## src/rtl/sec_timer_pkg.sv

```systemverilog
// Shared types and constants for the MM:SS stopwatch stage.
package sec_timer_pkg;

  typedef enum logic [1:0] {
    ST_IDLE  = 2'd0,
    ST_RUN   = 2'd1,
    ST_PAUSE = 2'd2
  } timer_state_t;

  localparam logic [3:0] BCD_MAX_UNITS    = 4'd9;
  localparam logic [3:0] BCD_MAX_SEC_TENS = 4'd5;

endpackage

```

## src/rtl/btn_sync_edge.sv

```systemverilog
// Button synchroniser followed by a rising-edge detector.
// A held button yields exactly one single-cycle pulse.
module btn_sync_edge #(
  parameter int SYNC_STAGES = 2
) (
  input  logic mclk,
  input  logic reset,
  input  logic i_btn,
  output logic o_pulse
);

  logic [SYNC_STAGES-1:0] r_sync;
  logic                   r_prev;

  always_ff @(posedge mclk or negedge reset) begin
    if (!reset) begin
      r_sync <= '0;
      r_prev <= 1'b0;
    end else begin
      r_sync <= {r_sync[SYNC_STAGES-2:0], i_btn};
      r_prev <= r_sync[SYNC_STAGES-1];
    end
  end

  // Combinational pulse so the FSM reacts SYNC_STAGES+1 edges after the raw edge.
  assign o_pulse = r_sync[SYNC_STAGES-1] & ~r_prev;

endmodule

```

## src/rtl/sec_tick_timer.sv

```systemverilog
// MM:SS BCD stopwatch driven by the 1 s tick enable, with start/stop and clear buttons.
// Define SEC_TICK_TIMER_ALARM_EN to add the alarm compare ports and logic.
module sec_tick_timer
  import sec_timer_pkg::*;
#(
  parameter int MAX_MIN     = 59,
  parameter int SYNC_STAGES = 2
) (
  input  logic       mclk,
  input  logic       reset,
  input  logic       tick_en,
  input  logic       btn_start_stop,
  input  logic       btn_clear,
  output logic [3:0] sec_ones,
  output logic [3:0] sec_tens,
  output logic [3:0] min_ones,
  output logic [3:0] min_tens,
  output logic       running,
`ifdef SEC_TICK_TIMER_ALARM_EN
  output logic       wrap,
  input  logic [7:0] alarm_mm,
  input  logic [7:0] alarm_ss,
  output logic       alarm
`else
  output logic       wrap
`endif
);

  localparam logic [3:0] MAX_MIN_TENS = 4'(MAX_MIN / 10);
  localparam logic [3:0] MAX_MIN_ONES = 4'(MAX_MIN % 10);

  timer_state_t r_state, w_state_next;
  logic         w_ss_p, w_clr_p, w_count_en, w_clear;
  logic [3:0]   r_sec_ones, r_sec_tens, r_min_ones, r_min_tens;
  logic [3:0]   w_sec_ones, w_sec_tens, w_min_ones, w_min_tens;
  logic         r_running, r_wrap, w_wrap;

  btn_sync_edge #(.SYNC_STAGES(SYNC_STAGES)) u_ss_sync (
    .mclk(mclk), .reset(reset), .i_btn(btn_start_stop), .o_pulse(w_ss_p)
  );

  btn_sync_edge #(.SYNC_STAGES(SYNC_STAGES)) u_clr_sync (
    .mclk(mclk), .reset(reset), .i_btn(btn_clear), .o_pulse(w_clr_p)
  );

  always_ff @(posedge mclk or negedge reset) begin
    if (!reset) begin
      r_state    <= ST_IDLE;
      r_running  <= 1'b0;
      r_wrap     <= 1'b0;
      r_sec_ones <= '0;
      r_sec_tens <= '0;
      r_min_ones <= '0;
      r_min_tens <= '0;
    end else begin
      r_state    <= w_state_next;
      r_running  <= (w_state_next == ST_RUN);
      r_wrap     <= w_wrap;
      r_sec_ones <= w_sec_ones;
      r_sec_tens <= w_sec_tens;
      r_min_ones <= w_min_ones;
      r_min_tens <= w_min_tens;
    end
  end

  // Clear outranks everything; a tick in RUN is counted even if ss arrives alongside.
  always_comb begin
    w_state_next = r_state;
    w_count_en   = 1'b0;
    w_clear      = 1'b0;
    if (w_clr_p) begin
      w_state_next = ST_IDLE;
      w_clear      = 1'b1;
    end else begin
      case (r_state)
        ST_IDLE:  if (w_ss_p) w_state_next = ST_RUN;
        ST_RUN: begin
          w_count_en = tick_en;
          if (w_ss_p) w_state_next = ST_PAUSE;
        end
        ST_PAUSE: if (w_ss_p) w_state_next = ST_RUN;
        default:  w_state_next = ST_IDLE;
      endcase
    end
  end

  always_comb begin
    w_sec_ones = r_sec_ones;
    w_sec_tens = r_sec_tens;
    w_min_ones = r_min_ones;
    w_min_tens = r_min_tens;
    w_wrap     = 1'b0;
    if (w_clear) begin
      w_sec_ones = '0;
      w_sec_tens = '0;
      w_min_ones = '0;
      w_min_tens = '0;
    end else if (w_count_en) begin
      if (r_sec_ones != BCD_MAX_UNITS) begin
        w_sec_ones = r_sec_ones + 4'd1;
      end else begin
        w_sec_ones = '0;
        if (r_sec_tens != BCD_MAX_SEC_TENS) begin
          w_sec_tens = r_sec_tens + 4'd1;
        end else begin
          w_sec_tens = '0;
          if (r_min_tens == MAX_MIN_TENS && r_min_ones == MAX_MIN_ONES) begin
            w_min_ones = '0;
            w_min_tens = '0;
            w_wrap     = 1'b1;
          end else if (r_min_ones != BCD_MAX_UNITS) begin
            w_min_ones = r_min_ones + 4'd1;
          end else begin
            w_min_ones = '0;
            w_min_tens = r_min_tens + 4'd1;
          end
        end
      end
    end
  end

`ifdef SEC_TICK_TIMER_ALARM_EN
  logic r_alarm;

  // Only tick-driven increments can match, so clear and reset never raise the alarm.
  always_ff @(posedge mclk or negedge reset) begin
    if (!reset) begin
      r_alarm <= 1'b0;
    end else begin
      r_alarm <= w_count_en &&
                 ({w_min_tens, w_min_ones, w_sec_tens, w_sec_ones} == {alarm_mm, alarm_ss});
    end
  end

  assign alarm = r_alarm;
`endif

  assign sec_ones = r_sec_ones;
  assign sec_tens = r_sec_tens;
  assign min_ones = r_min_ones;
  assign min_tens = r_min_tens;
  assign running  = r_running;
  assign wrap     = r_wrap;

endmodule

```

## config.mk

```make
export PLATFORM = sky130hd
export DESIGN_NAME = sec_tick_timer
export DESIGN_NICKNAME = d
export VERILOG_FILES = /design/src/rtl/sec_timer_pkg.sv /design/src/rtl/btn_sync_edge.sv /design/src/rtl/sec_tick_timer.sv
export SDC_FILE = /design/constraint.sdc
export NUM_CORES = 1
export LEC_CHECK = 0
export CAP_MARGIN = 20
export CORE_MARGIN = 8
export CORE_UTILIZATION = 55
export CTS_BUF_LIST = sky130_fd_sc_hd__clkbuf_16
export DETAILED_ROUTE_END_ITERATION = 8
export HOLD_SLACK_MARGIN = 0.02
export PLACE_DENSITY = 0.86
export SKIP_CTS_REPAIR_TIMING = 1
export SYNTH_ARGS = -nofsm -noshare
export SYNTH_HDL_FRONTEND = slang
export SYNTH_HIERARCHICAL = 1
export SYNTH_SLANG_ARGS = --single-unit
```

## constraint.sdc

```tcl
create_clock -name mclk -period 4.31 [get_ports mclk]
set_input_delay 0.862 -clock mclk [delete_from_list [all_inputs] [get_ports mclk]]
set_output_delay 0.862 -clock mclk [all_outputs]
set_load 0.01 [all_outputs]
```

# == Word level (Yosys, flattened, before mapping) ==
# Cells that the tools add are included.
# totals
reg_bits,26
latchBits,0
ramBits,0
mem_bits_ro,0
inputBits,5
word_cells,68
mem_count,0
# op_classes
n_addsub,4
mul,0
div,0
order_cmp,0
n_eq_ne,11
shift,0
n_mux,31
n_bitwise,4
n_reduce_logical,7
# ops
cell,n
$mux W4,19
$add A4 B1 Y4 const B,4
$mux W1,8
$ne A4 B4 Y1 const B,2
$mux W2,3
$eq A2 B1 Y1 const B,2
$eq A4 B3 Y1 const B,1
$eq A4 B4 Y1 const B,1
$ne A2 B2 Y1 const B,2
$ne A4 B3 Y1 const B,1
$pmux W2 S2,1
$reduce_and A4 Y1,1
$ne A3 B3 Y1 const B,1
$reduce_and A3 Y1,1
$and A1 B1 Y1,2
$eq A2 B2 Y1 const B,1
$logic_not A2 Y1,1
$not A1 Y1,2
$reduce_and A2 Y1,1
$reduce_bool A2 Y1,1
$reduce_or A2 Y1,1
$logic_and A1 B1 Y1,1

# == Logic depth before layout (Yosys ltp) ==
# logic_depth
depth_word,7
depth_mapped,7

# == Cells and area by module ==
# Netlist, hierarchy kept.
# by_module_without_submodules
mod,n_inst,cells_per_inst,area_each_um2,seq_area_each_um2
sec_tick_timer,1,119,1119.8,500.5
btn_sync_edge,2,4,88.8,75.1

# == Worst setup path after synthesis ==
# OpenSTA, ideal clock, no wires.
# synth_path
kind,input port to flip-flop
startpoint,in tick_en
endpoint,"reg r_min_tens[3], in the netlist min_tens[3]"
setup_ns,0.077
t_arrival_ns,1.812
required_ns,4.233
path_slack_ns,2.421
stages,5
path_cell_list,and3b_1 -> buf_6 -> nand3_4 -> or4_1 -> a21oi_1
# synth_between
elab_chain_len,4
# synth_lines
item,line_no,text
start: declaration,sec_tick_timer.sv:11,"input logic tick_en,"
$mux W1,sec_tick_timer.sv:75,case (r_state)
$mux W1,sec_tick_timer.sv:71,if (w_clr_p) begin
$reduce_bool A2 Y1 (no source line),--,
$reduce_and A4 Y1 (no source line),--,
end signal: assignment,sec_tick_timer.sv:62,r_min_tens <= w_min_tens;
end: declaration,sec_tick_timer.sv:34,"logic [3:0] r_sec_ones, r_sec_tens, r_min_ones, r_min_tens;"
# No other way between the ends.
# A chain may end at the register's enable or synchronous reset.

# == Worst setup path after layout ==
# Same ends and word-level chain as after synthesis.

==> metrics.yaml <==
synth_most_common_cell: "dfrtp_1"
hold_start: "u_ss_sync/r_sync[0]"
clock-sinks: 26
synthDistinctLibCells: 31
dieArea_um2: 4169
setup_slack_ns: 1.892
synth_top_area_cell: "dfrtp_1"
async_reset_ff_frac: 1.000
fin_tns_setup_ns: 0
yosys.area.top_type_share: 0.5014
drive_gt1_frac: 0.06711
grt_util_all_layers: 0.1541
hold_viol_final: 0
design.core.area_um2: 2212
drtPass1Iterations: 4
reg2reg_to: "min_tens[3]"
vias_per_cell: 5.859
crit_path_max_fanout: 9
outcome: "complete, no violations"
critPathKind: "input pin to flip-flop"
slowest_stage: "or4_1"
die_x_um: 64.57
slew_violations: 0
synth.area.top_cells: "dfrtp_1, ha_1, a21oi_1"
grt_pass1_wl_um: 5168
p_per_area_nw_per_um2: 357.7
ys_top_cells_by_count: "dfrtp_1, nor2_1, a21oi_1"
synth.net_count: 140
die_h_um: 64.57
wl_per_cell_um: 17.17
r2r-start: "sec_ones[1]"
hold_path.class: "flip-flop to flip-flop"
rsz0062_at_grt: "false"
fill_cells: 148
setup_viol: 0
start_util: 0.5865
grt-ovfl-total: 0
cts_tree: "built"
fp-row-count: 17
drt_iter0_drc: 62
p_leak_nw: 0.7144
skew_ns: 0.006470
final_nets: 163
reg2reg_depth: 6
hpwl_um: 1849
avgSynthCellArea_um2: 10.22
dp_slack_ns: 1.734
slew_headroom: 0.6884
gp_congestion: 0.7651
diodes: 0
max_freq_mhz: 413.6
synth_flop_cell: "dfrtp_1"
syn_area_um2: 1297
min_path_cells: 0
synthesis.instances: 127
max_slew.worst_pin.slew_ns: 0.4664
drc: 0
ys_seq_area_frac: 0.5014
grt_max_degree: 27
arrival_ns: 2.60
antenna_found_initial: 0
fin_crit_sh: 0.5609
reg2reg_slack_ns: 2.29
timing.critical_path.cells: "clkdlybuf4s50_1, and3b_1, nand3_4, or4_1, a21oi_1"
cts.clk_slew.worst_paths_ns: 0.07
start_kind: "input pin"
post-route-min-period_ns: 2.418
max_cap_viol_count: 0
routed_wl_um: 3039
clock-root-buffer: "clkbuf_16"
slowest_delay_ns: 0.53
end_kind: "flip-flop"
peakVddDrop_v: 0.0003023
io_buffers: 22
synth_edf_count: 0
clk_latency_ns: 0.26
grt_pass1_vias: 1034
via_count: 1037
yosysWarnings: 6
crit_start: "tick_en"
cts_buffer_depth: 2
io_pins: 23
syn_to_final_growth_pct: 27.00
required_ns: 4.49
cts_buffers: 3
holdPathEnd: "u_ss_sync/r_sync[1]"
ys_ff_latch: 26
h-tree-depth: 1
postRouteAntennaNets: 0
worst max path at each step:
stage                              to  slack [ns]  cells past startpoint
after floorplan           min_tens[3]        2.42                      5
after global placement    min_tens[3]        1.80                      5
after detailed placement  min_tens[3]        1.73                      5
after CTS                 min_tens[3]        1.93                      5
after global routing      min_tens[3]        1.83                      5
final                     min_tens[3]        1.89                      5
registers in the layout, summed over array words and instances, names as in the netlist:
signal	count
min_ones	4
min_tens	4
r_state	2
running	1
sec_ones	4
sec_tens	4
u_clr_sync/r_prev	1
u_clr_sync/r_sync	2
u_ss_sync/r_prev	1
u_ss_sync/r_sync	2
wrap	1
layout make-up:
type | instances | area [µm²] | area share
flip-flops and latches | 26 | 650.6 | 0.3948
inverters | 5 | 18.77 | 0.01139
clock inverters | 1 | 30.03 | 0.01822
multi-input cells | 91 | 593.1 | 0.3599
clock buffers | 3 | 75.07 | 0.04556
repair buffers | 23 | 245.2 | 0.1488
well taps | 28 | 35.03 | 0.02126
power by group:
part           internal, mW  leakage (nW)  switching (mW)  total, mW
clock network         0.185        0.0511          0.0837      0.269
registers             0.254         0.346          0.0116      0.266
logic                0.0265         0.317          0.0284     0.0549
total                 0.466         0.714           0.124      0.589
cell usage in the layout, fill, tap and decap left out:
cell	count
and3_1	1
and3b_4	1
a21oi_1	15
nor3_1	4
or3b_1	1
nand2_1	9
nand3_4	1
o21ai_0	5
nand3b_1	3
or4_1	1
or3_1	6
o211ai_1	1
nor2b_1	2
mux2i_1	2
inv_1	5
bufinv_16	1
clkbuf_16	4
nor3b_1	1
nor2b_4	2
nand4_2	1
nand3_1	2
and3b_1	3
ha_1	8
nand4_1	2
dfrtp_1	26
clkdlybuf4s50_1	22
a31oi_1	1
nor2_1	16
xnor2_1	2
and2_1	1
through the flow:
| step | instance area, µm² | util | instances | total power, mW | hold slack (ns) |
|---|---|---|---|---|---|
| 2_1_floorplan | 1297 | - | 127 | 0.2966 | 0.3312 |
| 3_3_place_gp | 1518 | 0.6861 | 172 | 0.3196 | 0.3366 |
| 3_5_place_dp | 1518 | 0.6861 | 172 | 0.3220 | 0.3405 |
| 4_1_cts | 1623 | 0.7336 | 176 | 0.5883 | 0.3552 |
| 5_1_grt | 1648 | 0.7449 | 177 | 0.6085 | 0.3560 |
| 6_report | 1648 | 0.7449 | 177 | 0.5894 | 0.3537 |
cell families after synthesis:
logic type,count (synthesis),synth area share
simple gates,57,0.2633
flops,26,0.5014
compound gates,22,0.08775
buf+inv,10,0.04146
fa+ha+maj,8,0.07715
xor+xnor,2,0.01350
mux,2,0.01543
metal layers:
| metal | global-route usage | wire [µm] | vias up |
|---|---|---|---|
| li1 | - | - | 486 |
| met1 | 0.1847 | 1257 | 512 |
| met2 | 0.2634 | 1547 | 30 |
| met3 | 0.02921 | 148 | 9 |
| met4 | 0.06540 | 86 | 0 |
| met5 | 0 | 0 | - |
worst max-delay path, delay by kind of cell:
kind	cells	cell delay (ns)
AOI/OAI and AO/OA	1	0.15
and+or+nand+nor	3	1.09
buffers and inverters	1	0.49
No activity file was read; power rests on OpenSTA's default activity.
